--- config.mk ---
export PLATFORM = sky130hd
export DESIGN_NAME = path_delay_probe_flat
export DESIGN_NICKNAME = d
export VERILOG_FILES = /design/src/rtl/path_probe_pkg.sv /design/src/rtl/path_delay_probe_if.sv /design/src/rtl/path_capture_sync.sv /design/src/rtl/path_delay_probe.sv /design/src/flat_wrapper.sv
export SDC_FILE = /design/constraint.sdc
export NUM_CORES = 1
export LEC_CHECK = 0
export ABC_CLOCK_PERIOD_IN_PS = 2100
export CAP_MARGIN = 20
export CORE_MARGIN = 2
export CORE_UTILIZATION = 50
export DETAILED_ROUTE_END_ITERATION = 6
export PLACE_DENSITY = 0.78
export SLEW_MARGIN = 5
export SYNTH_ARGS = -nofsm -noshare
export SYNTH_HDL_FRONTEND = slang
export SYNTH_SLANG_ARGS = --single-unit
export TNS_END_PERCENT = 30
--- constraint.sdc ---
create_clock -name clk -period 2.1 [get_ports clk]
set_input_delay 0.21 -clock clk [delete_from_list [all_inputs] [get_ports clk]]
set_output_delay 0.21 -clock clk [all_outputs]
set_load 0.005 [all_outputs]
--- src/rtl/path_probe_pkg.sv ---
// Shared types and constants for the path delay probe: FSM encoding and per-trial overhead.
package path_probe_pkg;

    typedef enum logic [2:0] {
        PROBE_IDLE,
        PROBE_SETTLE,
        PROBE_LAUNCH,
        PROBE_CAPTURE,
        PROBE_SYNC,
        PROBE_CHECK,
        PROBE_DONE
    } probe_state_e;

    // LAUNCH + SYNC + CHECK, on top of the settle and capture windows
    localparam int LATENCY_OVERHEAD = 3;

    function automatic int trial_cycles(input int settle, input int capture);
        return settle + capture + LATENCY_OVERHEAD;
    endfunction

endpackage

--- src/rtl/path_delay_probe_if.sv ---
// Control/status bundle between a run controller plus delay chain (master) and the probe (slave).
interface path_delay_probe_if #(
    parameter int TRIALS_W = 16,
    parameter int ERR_W    = 16
);
    logic                start;
    logic [TRIALS_W-1:0] numTrials;
    logic                pathInput;
    logic                pathResult;
    logic                busy;
    logic                done;
    logic [ERR_W-1:0]    errCount;
    logic                lastSample;

    modport master (
        output start, numTrials, pathResult,
        input  pathInput, busy, done, errCount, lastSample
    );

    modport slave (
        input  start, numTrials, pathResult,
        output pathInput, busy, done, errCount, lastSample
    );
endinterface

--- src/rtl/path_capture_sync.sv ---
// Single capture flop on the chain output followed by one resynchronising stage.
module path_capture_sync (
    input  logic clk,
    input  logic rst,
    input  logic i_cap_en,
    input  logic i_sync_en,
    input  logic i_path_result,
    output logic o_sync
);
    // The only flop sampling the chain; its setup slack is the quantity being measured.
    (* keep = "true", dont_touch = "true" *) logic r_cap;
    logic r_sync;

    always_ff @(posedge clk) begin
        if (rst) begin
            r_cap  <= 1'b0;
            r_sync <= 1'b0;
        end else begin
            if (i_cap_en)  r_cap  <= i_path_result;
            if (i_sync_en) r_sync <= r_cap;
        end
    end

    assign o_sync = r_sync;
endmodule

--- src/rtl/path_delay_probe.sv ---
// Launches alternating edges into a delay chain, captures a fixed number of edges later,
// and counts late/wrong arrivals over a run of trials.
module path_delay_probe
    import path_probe_pkg::*;
#(
    parameter int CAPTURE_CYCLES = 1,
    parameter int SETTLE_CYCLES  = 4,
    parameter int INVERT         = 0,
    parameter int TRIALS_W       = 16,
    parameter int ERR_W          = 16
) (
    input  logic              clk,
    input  logic              rst,
    path_delay_probe_if.slave bus
);
    localparam int   CNT_MAX = (SETTLE_CYCLES > CAPTURE_CYCLES) ? SETTLE_CYCLES : CAPTURE_CYCLES;
    localparam int   CNT_W   = $clog2(CNT_MAX + 1);
    localparam logic P_INV   = (INVERT != 0);

    probe_state_e        r_state, w_next;
    logic [CNT_W-1:0]    r_cnt;
    logic [TRIALS_W-1:0] r_num, r_trial, w_trial_nxt;
    logic [ERR_W-1:0]    r_err;
    logic                r_path_in, r_busy, r_last;
    logic                w_sync, w_cap_en, w_sync_en, w_launch, w_check, w_done, w_accept;
    logic                w_settle_end, w_capture_end, w_mismatch, w_count;

    assign w_trial_nxt   = r_trial + TRIALS_W'(1);
    assign w_settle_end  = (r_cnt == CNT_W'(SETTLE_CYCLES - 1));
    assign w_capture_end = (r_cnt == CNT_W'(CAPTURE_CYCLES - 1));
    assign w_mismatch    = (w_sync != (r_path_in ^ P_INV));

    always_ff @(posedge clk) begin
        if (rst) r_state <= PROBE_IDLE;
        else     r_state <= w_next;
    end

    always_comb begin
        w_next = r_state;
        case (r_state)
            PROBE_IDLE:    if (bus.start) w_next = (bus.numTrials != '0) ? PROBE_SETTLE : PROBE_DONE;
            PROBE_SETTLE:  if (w_settle_end) w_next = PROBE_LAUNCH;
            PROBE_LAUNCH:  w_next = PROBE_CAPTURE;
            PROBE_CAPTURE: if (w_capture_end) w_next = PROBE_SYNC;
            PROBE_SYNC:    w_next = PROBE_CHECK;
            PROBE_CHECK:   w_next = (w_trial_nxt == r_num) ? PROBE_DONE : PROBE_SETTLE;
            PROBE_DONE:    w_next = PROBE_IDLE;
            default:       w_next = PROBE_IDLE;
        endcase
    end

    always_comb begin
        w_accept  = (r_state == PROBE_IDLE) && bus.start;
        w_launch  = (r_state == PROBE_LAUNCH);
        w_cap_en  = (r_state == PROBE_CAPTURE) && w_capture_end;
        w_sync_en = (r_state == PROBE_SYNC);
        w_check   = (r_state == PROBE_CHECK);
        w_done    = (r_state == PROBE_DONE);
        // Phase counter only runs while dwelling in a timed state.
        w_count   = (w_next == r_state) &&
                    ((r_state == PROBE_SETTLE) || (r_state == PROBE_CAPTURE));
    end

    always_ff @(posedge clk) begin
        if (rst) begin
            r_cnt     <= '0;
            r_num     <= '0;
            r_trial   <= '0;
            r_err     <= '0;
            r_path_in <= 1'b0;
            r_busy    <= 1'b0;
            r_last    <= 1'b0;
        end else begin
            r_cnt <= w_count ? r_cnt + CNT_W'(1) : '0;
            if (w_accept) begin
                r_num   <= bus.numTrials;
                r_trial <= '0;
                r_err   <= '0;
                r_busy  <= (bus.numTrials != '0);
            end
            if (w_launch) r_path_in <= ~r_path_in;
            if (w_check) begin
                r_last  <= w_sync;
                r_trial <= w_trial_nxt;
                if (w_mismatch && (r_err != '1)) r_err <= r_err + ERR_W'(1);
            end
            if (w_done) r_busy <= 1'b0;
        end
    end

    path_capture_sync u_cap (
        .clk          (clk),
        .rst          (rst),
        .i_cap_en     (w_cap_en),
        .i_sync_en    (w_sync_en),
        .i_path_result(bus.pathResult),
        .o_sync       (w_sync)
    );

    assign bus.pathInput  = r_path_in;
    assign bus.busy       = r_busy;
    assign bus.done       = w_done;
    assign bus.errCount   = r_err;
    assign bus.lastSample = r_last;
endmodule

--- src/flat_wrapper.sv ---
// flat-port wrapper written by rule: the top's interface ports become plain ports
module path_delay_probe_flat import path_probe_pkg::*;
#(
    parameter int CAPTURE_CYCLES = 1,
    parameter int SETTLE_CYCLES  = 4,
    parameter int INVERT         = 0,
    parameter int TRIALS_W       = 16,
    parameter int ERR_W          = 16
)
  (clk, rst, bus_start, bus_numTrials, bus_pathResult, bus_pathInput, bus_busy, bus_done, bus_errCount, bus_lastSample);
  path_delay_probe_if #(.TRIALS_W(TRIALS_W), .ERR_W(ERR_W)) bus_i ();
  input  logic clk;
  input  logic rst;
  input wire logic [$bits(bus_i.start)-1:0] bus_start;
  input wire logic [$bits(bus_i.numTrials)-1:0] bus_numTrials;
  input wire logic [$bits(bus_i.pathResult)-1:0] bus_pathResult;
  output wire logic [$bits(bus_i.pathInput)-1:0] bus_pathInput;
  output wire logic [$bits(bus_i.busy)-1:0] bus_busy;
  output wire logic [$bits(bus_i.done)-1:0] bus_done;
  output wire logic [$bits(bus_i.errCount)-1:0] bus_errCount;
  output wire logic [$bits(bus_i.lastSample)-1:0] bus_lastSample;
  assign bus_i.start = bus_start;
  assign bus_i.numTrials = bus_numTrials;
  assign bus_i.pathResult = bus_pathResult;
  assign bus_pathInput = bus_i.pathInput;
  assign bus_busy = bus_i.busy;
  assign bus_done = bus_i.done;
  assign bus_errCount = bus_i.errCount;
  assign bus_lastSample = bus_i.lastSample;
  path_delay_probe #(.CAPTURE_CYCLES(CAPTURE_CYCLES), .SETTLE_CYCLES(SETTLE_CYCLES), .INVERT(INVERT), .TRIALS_W(TRIALS_W), .ERR_W(ERR_W)) u_core (.clk(clk), .rst(rst), .bus(bus_i));
endmodule
Word level (Yosys, flattened, before mapping)
Index checks and enable logic that the tools add are counted.
Widths: inputs -> output; s select.
{"block": "totals", "regBits": 59, "out_inout_bits": 20, "wordCells": 48}
{"block": "op_classes", "n_addsub": 3, "n_eq_ne": 11, "muxes": 11, "bitwise": 2, "reduce_logical": 11}
{"op": "$mux 16", "count": 5}
{"op": "$add 16x1->16 const B", "count": 2}
{"op": "$pmux 3 s6", "count": 1}
{"op": "$eq 16x16->1", "count": 1}
{"op": "$ne 16x16->1 const B", "count": 1}
{"op": "$reduce_bool 16->1", "count": 1}
{"op": "$mux 3", "count": 5}
{"op": "$eq 3x2->1 const B", "count": 3}
{"op": "$eq 3x3->1 const B", "count": 3}
{"op": "$logic_not 3->1", "count": 2}
{"op": "$logic_and 1x1->1", "count": 4}
{"op": "$reduce_or 2->1", "count": 2}
{"op": "$add 3x1->3 const B", "count": 1}
{"op": "$eq 3x1->1 const B", "count": 1}
{"op": "$eq 3x3->1", "count": 1}
{"op": "$not 1->1", "count": 2}
{"op": "$reduce_bool 2->1", "count": 1}
{"op": "$logic_or 1x1->1", "count": 1}
{"op": "$ne 1x1->1", "count": 1}

Longest topological paths before layout
Gate-level depths: netlist of the first run.
{"block": "logic_depth", "ltp_word": 8, "ltp_mapped": 8}

Cells and area by module
A second synthesis of the first run with hierarchy kept.
{"block": "unflattened", "cells_unflattened": 419, "hier_area_um2": 3285.7}
{"mod": "path_delay_probe", "n_inst": 1, "cells_per_inst": 413, "area_each_um2": 3218.1}
{"mod": "path_capture_sync", "n_inst": 1, "cells_per_inst": 6, "area_each_um2": 67.6}

Worst setup path after synthesis of the first run
OpenSTA, ideal clock, no wires.
{"block": "synth_path", "kind": "reg2reg", "start": "register u_core.r_trial[3]", "end": "register u_core.r_state[0]", "setup_ps": 120, "arrival_time_ps": 1917, "required_ps": 1980, "path_slack_ps": 63, "stages_incl_launch_ff": 8, "path_cell_list": "dfxtp_1 > buf_4 > nand4_2 > or3_4 > or4b_4 > o221ai_2 > nand2_2 > o31a_1"}
{"block": "synth_via", "elab_chain_len": 4}
{"element": "from (decl)", "line": "path_delay_probe.sv:22", "source": "logic [TRIALS_W-1:0] r_num, r_trial, w_trial_nxt;"}
{"element": "from (signal assigned)", "line": "path_delay_probe.sv:84", "source": "r_trial <= w_trial_nxt;"}
{"element": "$add 16x1->16", "line": "path_delay_probe.sv:28", "source": "assign w_trial_nxt = r_trial + TRIALS_W'(1);"}
{"element": "$eq 16x16->1", "line": "path_delay_probe.sv:46", "source": "PROBE_CHECK: w_next = (w_trial_nxt == r_num) ? PROBE_DONE : PROBE_SETTLE;"}
{"element": "$mux 3", "line": "path_delay_probe.sv:46"}
{"element": "$pmux 3 s6", "line": "path_delay_probe.sv:40", "source": "case (r_state)"}
{"element": "to (signal assigned)", "line": "path_delay_probe.sv:35", "source": "else r_state <= w_next;"}
{"element": "to (decl)", "line": "path_delay_probe.sv:20", "source": "probe_state_e r_state, w_next;"}
Every way passes these cells.
A chain may end at the register's enable or synchronous reset.

Final worst setup path of the first run
{"block": "layout_path", "start": "register u_core.r_trial[1]", "end": "register u_core.r_state[1]"}
Same word-level chain as after synthesis.

==> metrics.md, run 1 <==
| Metric | Value |
|---|---|
| Die Wd | `84.76 um` |
| Sink Count | `59` |
| # diodes | `0` |
| Endpoints failing setup | `1` |
| Clk root buf | `clkbuf_8` |
| Dpl hpwl | `5978 um` |
| # fillers | `553` |
| Worst Path Required | `2330 ps` |
| Reg clk slew, reported paths | `70 ps` |
| Grt ovf | `0` |
| Most common cell in the netlist | `nand2_1` |
| Final clock period utilization by the worst path | `1.002` |
| Crit path kind | `flip-flop to flip-flop` |
| First-pass GRT wire length | `14240 um` |
| Drt wl/cell | `15.22 um` |
| CP endpoint kind | `flip-flop` |
| Slew of the pin with the lowest slew margin | `648.5 ps` |
| Cts repair resizes | `0` |
| Vert. Die Dim | `84.76 um` |
| Overall routed net length | `8462 um` |
| Crit-path cells | `nand4_2 > or3_4 > or4b_4 > o221ai_2 > nand2_2 > o32ai_1` |
| Pre-CTS setup slack | `-3.068 ps` |
| Setup TNS | `-3.610 ps` |
| RSZ-0062 raised after global routing | `true` |
| Rel. slew slack | `0.5677` |
| Hold Vio Cnt, Final | `0` |
| Mapped Area | `3261 sq um` |
| Period minus WS final | `2104 ps` |
| H-tree depth | `3` |
| Initial Utilization | `0.5164` |
| Post-synth top area cell | `dfxtp_1` |
| Mean Syn Cell Area | `7.745 sq um` |
| Vias | `3314` |
| TritonCTS clock tree | `built` |
| Critical path launch point type | `flip-flop` |
| Area of the multi-input gates | `1918 sq um` |
| Status | `complete, but fails checks` |
| Post-synth EDFFs | `0` |
| # port buffers | `39` |
| Total clock buffers created by CTS | `9` |
| Nets@finish | `499` |
| First DRT Iteration DRCs | `245` |
| Worst-path fanout max | `5` |
| Final WS setup | `-3.610 ps` |
| RePlAce Congestion | `0.9064` |
| Critical Path Max Stage Delay | `500 ps` |
| Die area | `7183 sq um` |
| Synth Register Bits | `59` |
| Setup bufs post-CTS | `0` |
| Layout cell share with drive strength beyond 1 | `0.1357` |
| Top Ports | `40` |
| CP arrival | `2330 ps` |
| Vias in the first global route | `3164` |
| Initial antenna violation count | `0` |
| Hold-fix buffers, CTS | `0` |
| P_leak | `1.384 nW` |
| Largest net degree at the start of global routing | `40` |
| Core area | `6314 sq um` |
| Final Power | `2.539 mW` |
| Slew Viols, Final | `0` |
| Crit-path slowest cell | `or4b_4` |
| DRC | `0` |
| Main area contributors after synthesis | `dfxtp_1 (36%), nand2_1 (7.1%), a21oi_1 (6.9%)` |
| Antenna viol nets, final | `0` |
| P&R area growth vs syn | `24.87%` |
| Longest Clk Path Bufs | `2` |
| Rows | `29` |
| Sequential area share after synthesis | `0.3622` |
| Most used DFF post-synth | `dfxtp_1` |
| 1st-pass router iterations | `5` |
| Synth top area share | `0.3622` |
| FF/Latch Area | `1185 sq um` |
| Power Density | `623.6 nW/um^2` |
| Clock skew | `8.866 ps` |
| Worst-Skew Late Latency | `340 ps` |
| Failing checks | `setup timing` |
| Syn Inst Count | `421` |
| Yosys warns | `0` |
| Fmax | `475.4 MHz` |
| Syn nets | `446` |
| Yosys cell types | `56` |
| Vias/cell | `5.960` |
| Total global-route track usage | `0.2425` |
| Maximum vdd ir drop | `0.4085 mV` |
| Asr flop ratio synth | `0` |
| Post-synth top cells | `nand2_1 (62), dfxtp_1 (59), a21oi_1 (45)` |
| Worst hold path type | `input pin to flip-flop` |
| Max-Cap Viols | `0` |
-- through the flow --
stage          std cells    util  area, sq um  hold slack (ps)
2_1_floorplan        421       -         3261            346.0
3_3_place_gp         540  0.6076         3836            433.3
3_5_place_dp         540  0.6076         3836            445.8
4_1_cts              556  0.6419         4053            378.5
5_1_grt              556  0.6449         4071            414.8
6_report             556  0.6449         4071            380.9
-- area by class of cell --
| cell class | count | share of cell area |
|---|---|---|
| well taps | 77 | 0.02366 |
| multi-input cells | 323 | 0.4711 |
| inverters | 12 | 0.01106 |
| repair buffers | 69 | 0.1500 |
| flip-flops and latches | 59 | 0.2910 |
| clock inverters | 7 | 0.02274 |
| clock buffers | 9 | 0.03042 |
-- worst paths after layout --
check,startpoint,to,slack [ps],cells past startpoint
worst max-delay path,u_core.r_trial[1],u_core.r_state[1],-4,6
worst min-delay path,rst,u_core.bus.pathInput,380,2
worst max register to register,u_core.r_trial[1],u_core.r_state[1],-4,6
worst min register to register,u_core.r_cnt[0],u_core.r_cnt[0],450,1
-- per-layer routing --
metal  vias up  GRT usage  routed length, um
met5         -          0                  0
met4         0     0.1212                212
met3        20    0.03343                389
met2       104     0.4130               4072
met1      1571     0.2991               3788
li1       1619          -                  -
-- worst max-delay path, delay by kind of cell, from the launching register on --
| family | cells | cell delay (ps) |
|---|---|---|
| AOI/OAI and AO/OA | 2 | 410 |
| DFF | 1 | 420 |
| and+or+nand+nor | 4 | 1170 |
-- sequential cells by signal, summed over array words and instances (netlist names) --
signal                 flops
u_core.bus.errCount       16
u_core.r_num              16
u_core.r_trial            16
u_core.r_cnt               3
u_core.r_state             3
u_core.bus.busy            1
u_core.bus.lastSample      1
u_core.bus.pathInput       1
u_core.u_cap.o_sync        1
u_core.u_cap.r_cap         1
-- cell families after synthesis --
logic type / after synthesis / synth area share
AND/OR/NAND/NOR: 193 / 0.3008
AO/OA/AOI/OAI: 96 / 0.1823
flip-flops: 59 / 0.3622
buffers and inverters: 39 / 0.05602
XOR/XNOR: 26 / 0.06984
adder cells (fa/ha/maj): 5 / 0.01919
multiplexers: 3 / 0.009593
-- cells in the final DEF, fill, tap and decap left out, types with 9 or more instances in the layout --
cell | netlist | final
nand2_1 | 62 | 62
dfxtp_1 | 59 | 56
a21oi_1 | 45 | 45
nor2_1 | 43 | 43
clkdlybuf4s50_1 | 0 | 38
buf_4 | 3 | 30
xnor2_1 | 20 | 20
o21ai_0 | 17 | 17
nor3_1 | 14 | 13
nand3_1 | 13 | 13
inv_1 | 12 | 12
nand4_1 | 12 | 12
nor4_1 | 11 | 10
clkbuf_8 | 0 | 9
-- power by group --
group / total, mW / switching [mW] / internal [mW]
combinational: 0.220 / 0.121 / 0.0991
clock: 1.15 / 0.489 / 0.663
sequential: 1.17 / 0.0230 / 1.14
total: 2.54 / 0.633 / 1.91
No activity file was read; power rests on OpenSTA's default activity.
==> run 2: changes to the inputs <==
ABC_CLOCK_PERIOD_IN_PS = 2150   (was 2100)
CORE_UTILIZATION = 56   (was 50)
PLACE_DENSITY = 0.82   (was 0.78)
clock period = 2.15 ns   (was 2.1 ns; I/O delays follow)
==> metrics.md, run 2 (synthesis gave the netlist of run 1 again) <==
| Metric | Value |
|---|---|
| Die area | `6449 sq um (-10%)` |
| Rel. slew slack | `0.7104 (+0.1427)` |
| First DRT Iteration DRCs | `203 (-17%)` |
| Largest net degree at the start of global routing | `24 (-40%)` |
| Vias | `3257 (-1.7%)` |
| Die Wd | `80.31 um (-5.3%)` |
| Hold Vio Cnt, Final | `0 (unchanged)` |
| Vias in the first global route | `3049 (-3.6%)` |
| Reg clk slew, reported paths | `70 ps (about the same)` |
| Non-Filler Instances | `548 (-1.4%)` |
| RR Endpoint | `u_core.r_state[1]` |
| Sink Count | `59 (unchanged)` |
| Placed Cells | `532 (-1.5%)` |
| Slew of the pin with the lowest slew margin | `430.5 ps (-218.0 ps)` |
| Launching point of the worst reg2reg path | `u_core.r_trial[6]` |
| P_leak | `1.372 nW (-0.84%)` |
| # diodes | `0 (unchanged)` |
| Dpl hpwl | `6133 um (+2.6%)` |
| Endpoints failing setup | `0 (-1)` |
| Worst-path fanout max | `6 (+1)` |
| Worst hold endpoint | `u_core.u_cap.o_sync` |
| # port buffers | `39 (unchanged)` |
| Fmax | `484.4 MHz (+1.9%)` |
| Initial Utilization | `0.5850 (+0.06851)` |
| Final clock period utilization by the worst path | `0.9602 (-0.04155)` |
| Status | `completed` |
| First-pass GRT wire length | `13760 um (-3.4%)` |
| Power Density | `588.7 nW/um^2 (-5.6%)` |
| Total clock buffers created by CTS | `9 (unchanged)` |
| Maximum vdd ir drop | `0.4082 mV (about the same)` |
| Final hold slack | `290.1 ps (-90.85 ps)` |
| HP Start | `rst` |
| Worst hold path type | `input pin to flip-flop` |
| Drt wl/cell | `15.28 um (+0.38%)` |
| CP arrival | `2310 ps (-20 ps)` |
| Core area | `5574 sq um (-12%)` |
| # fillers | `432 (-22%)` |
| Clock skew | `12.85 ps (+3.988 ps)` |
| Most common cell after layout, fill and taps aside | `nand2_1` |
| Commonest non-fill, non-tap cells in the layout | `nand2_1 (62), dfxtp_1 (57), a21oi_1 (45)` |
| Max-Cap Viols | `0 (unchanged)` |
| Critical path launch point type | `flip-flop` |
| Slew Viols, Final | `0 (unchanged)` |
| H-tree depth | `3 (unchanged)` |
| TritonCTS clock tree | `built` |
| Antenna viol nets, final | `0 (unchanged)` |
| Vert. Die Dim | `80.31 um (-5.3%)` |
| Longest Clk Path Bufs | `2 (unchanged)` |
| Layout cell share with drive strength beyond 1 | `0.1218 (-0.01385)` |
| Rows | `27 (-6.9%)` |
| P&R area growth vs syn | `23.37%` |
| Hold path depth | `2 (unchanged)` |
| Total global-route track usage | `0.2749 (+0.03241)` |
| Initial antenna violation count | `0 (unchanged)` |
| RSZ-0062 raised after global routing | `true` |
| Nets@finish | `496 (-0.60%)` |
| Clk root buf | `clkbuf_8` |
| Reg2Reg Setup Slack | `90 ps (+90 ps)` |
| Vias/cell | `5.943 (-0.29%)` |
| Worst Path Required | `2390 ps (+60 ps)` |
| RePlAce Congestion | `0.8843 (-2.4%)` |
| Top Ports | `40 (unchanged)` |
| Finished Core Util | `0.7217 (+0.07679)` |
| 1st-pass router iterations | `4 (-1)` |
| Period minus WS final | `2064 ps (-39.25 ps)` |
| CP endpoint kind | `flip-flop` |
| Crit path kind | `flip-flop to flip-flop` |
| Grt ovf | `0 (unchanged)` |
| Overall routed net length | `8372 um (-1.1%)` |
| Cells on worst reg2reg path | `6 (unchanged)` |
| Worst-Skew Late Latency | `340 ps (about the same)` |
| Hold-fix buffers, CTS | `0 (unchanged)` |
| DRC | `0 (unchanged)` |
run 2: changes by cell type in the layout (fill, tap and decap cells not counted), sizes merged:
cell	change
buf	-3
clkbuf	+2
clkinvlp	-2
bufinv	-1
clkinv	+1
run 2: worst max-delay path, stage by stage, from the launching register on:
cell      delay, ps
dfxtp_1         470
nand3_4         140
or3_4           420
or4b_4          490
o221ai_2         90
nand2_2          80
o32ai_1         290
run 2: routing by layer:
metal / vias to the layer above / part of all wire / GRT usage
met5: - / 0 / 0
met3: 17 / 0.052 / 0.07303
met4: 0 / 0.018 / 0.1017
met1: 1519 / 0.45 / 0.3429
li1: 1612 / - / -
met2: 109 / 0.48 / 0.4542
run 2: power by group:
part,leakage [nW],switching (mW),internal (mW)
clock,0.0991,0.446,0.561
sequential,0.479,0.0237,1.12
combinational,0.794,0.119,0.101
run 2: layout make-up:
type                       instances  area, sq um  area share
multi-input combinational        323         1909      0.4746
sequential                        59         1184      0.2942
timing repair buffer              66        600.6      0.1493
clock buffer                      11        141.4     0.03515
clock inverter                     5        52.55     0.01306
inverter                          12        45.04     0.01120
tap                               72        90.09     0.02240
run 2: stage by stage:
step                instance area [sq um]  TNS, ps  setup WS, ps  power, mW
floorplan                            3261        0         113.1      1.287
global placement                     3820        0         76.47      1.378
detailed placement                   3820        0         94.83      1.383
CTS                                  4015        0         47.38      2.383
global route                         4023   -18.35        -18.35      2.460
finish                               4023        0         85.64      2.368
run 2: repair_timing:
item,in CTS,in global routing
setup buffers,0,0
cloned,0,0
resized for setup,1,2
endpoints found under the setup margin,1,3
run 2: worst max-delay path by stage:
stage                            from                 to  slack (ps)
global placement     bus_numTrials[8]  u_core.r_state[0]          80
detailed placement   bus_numTrials[9]  u_core.r_state[0]          90
floorplan           u_core.r_trial[3]  u_core.r_state[0]         110
CTS                 u_core.r_state[2]           bus_done          50
finish              u_core.r_trial[6]  u_core.r_state[1]          90
global route        u_core.r_trial[1]  u_core.r_state[1]         -20
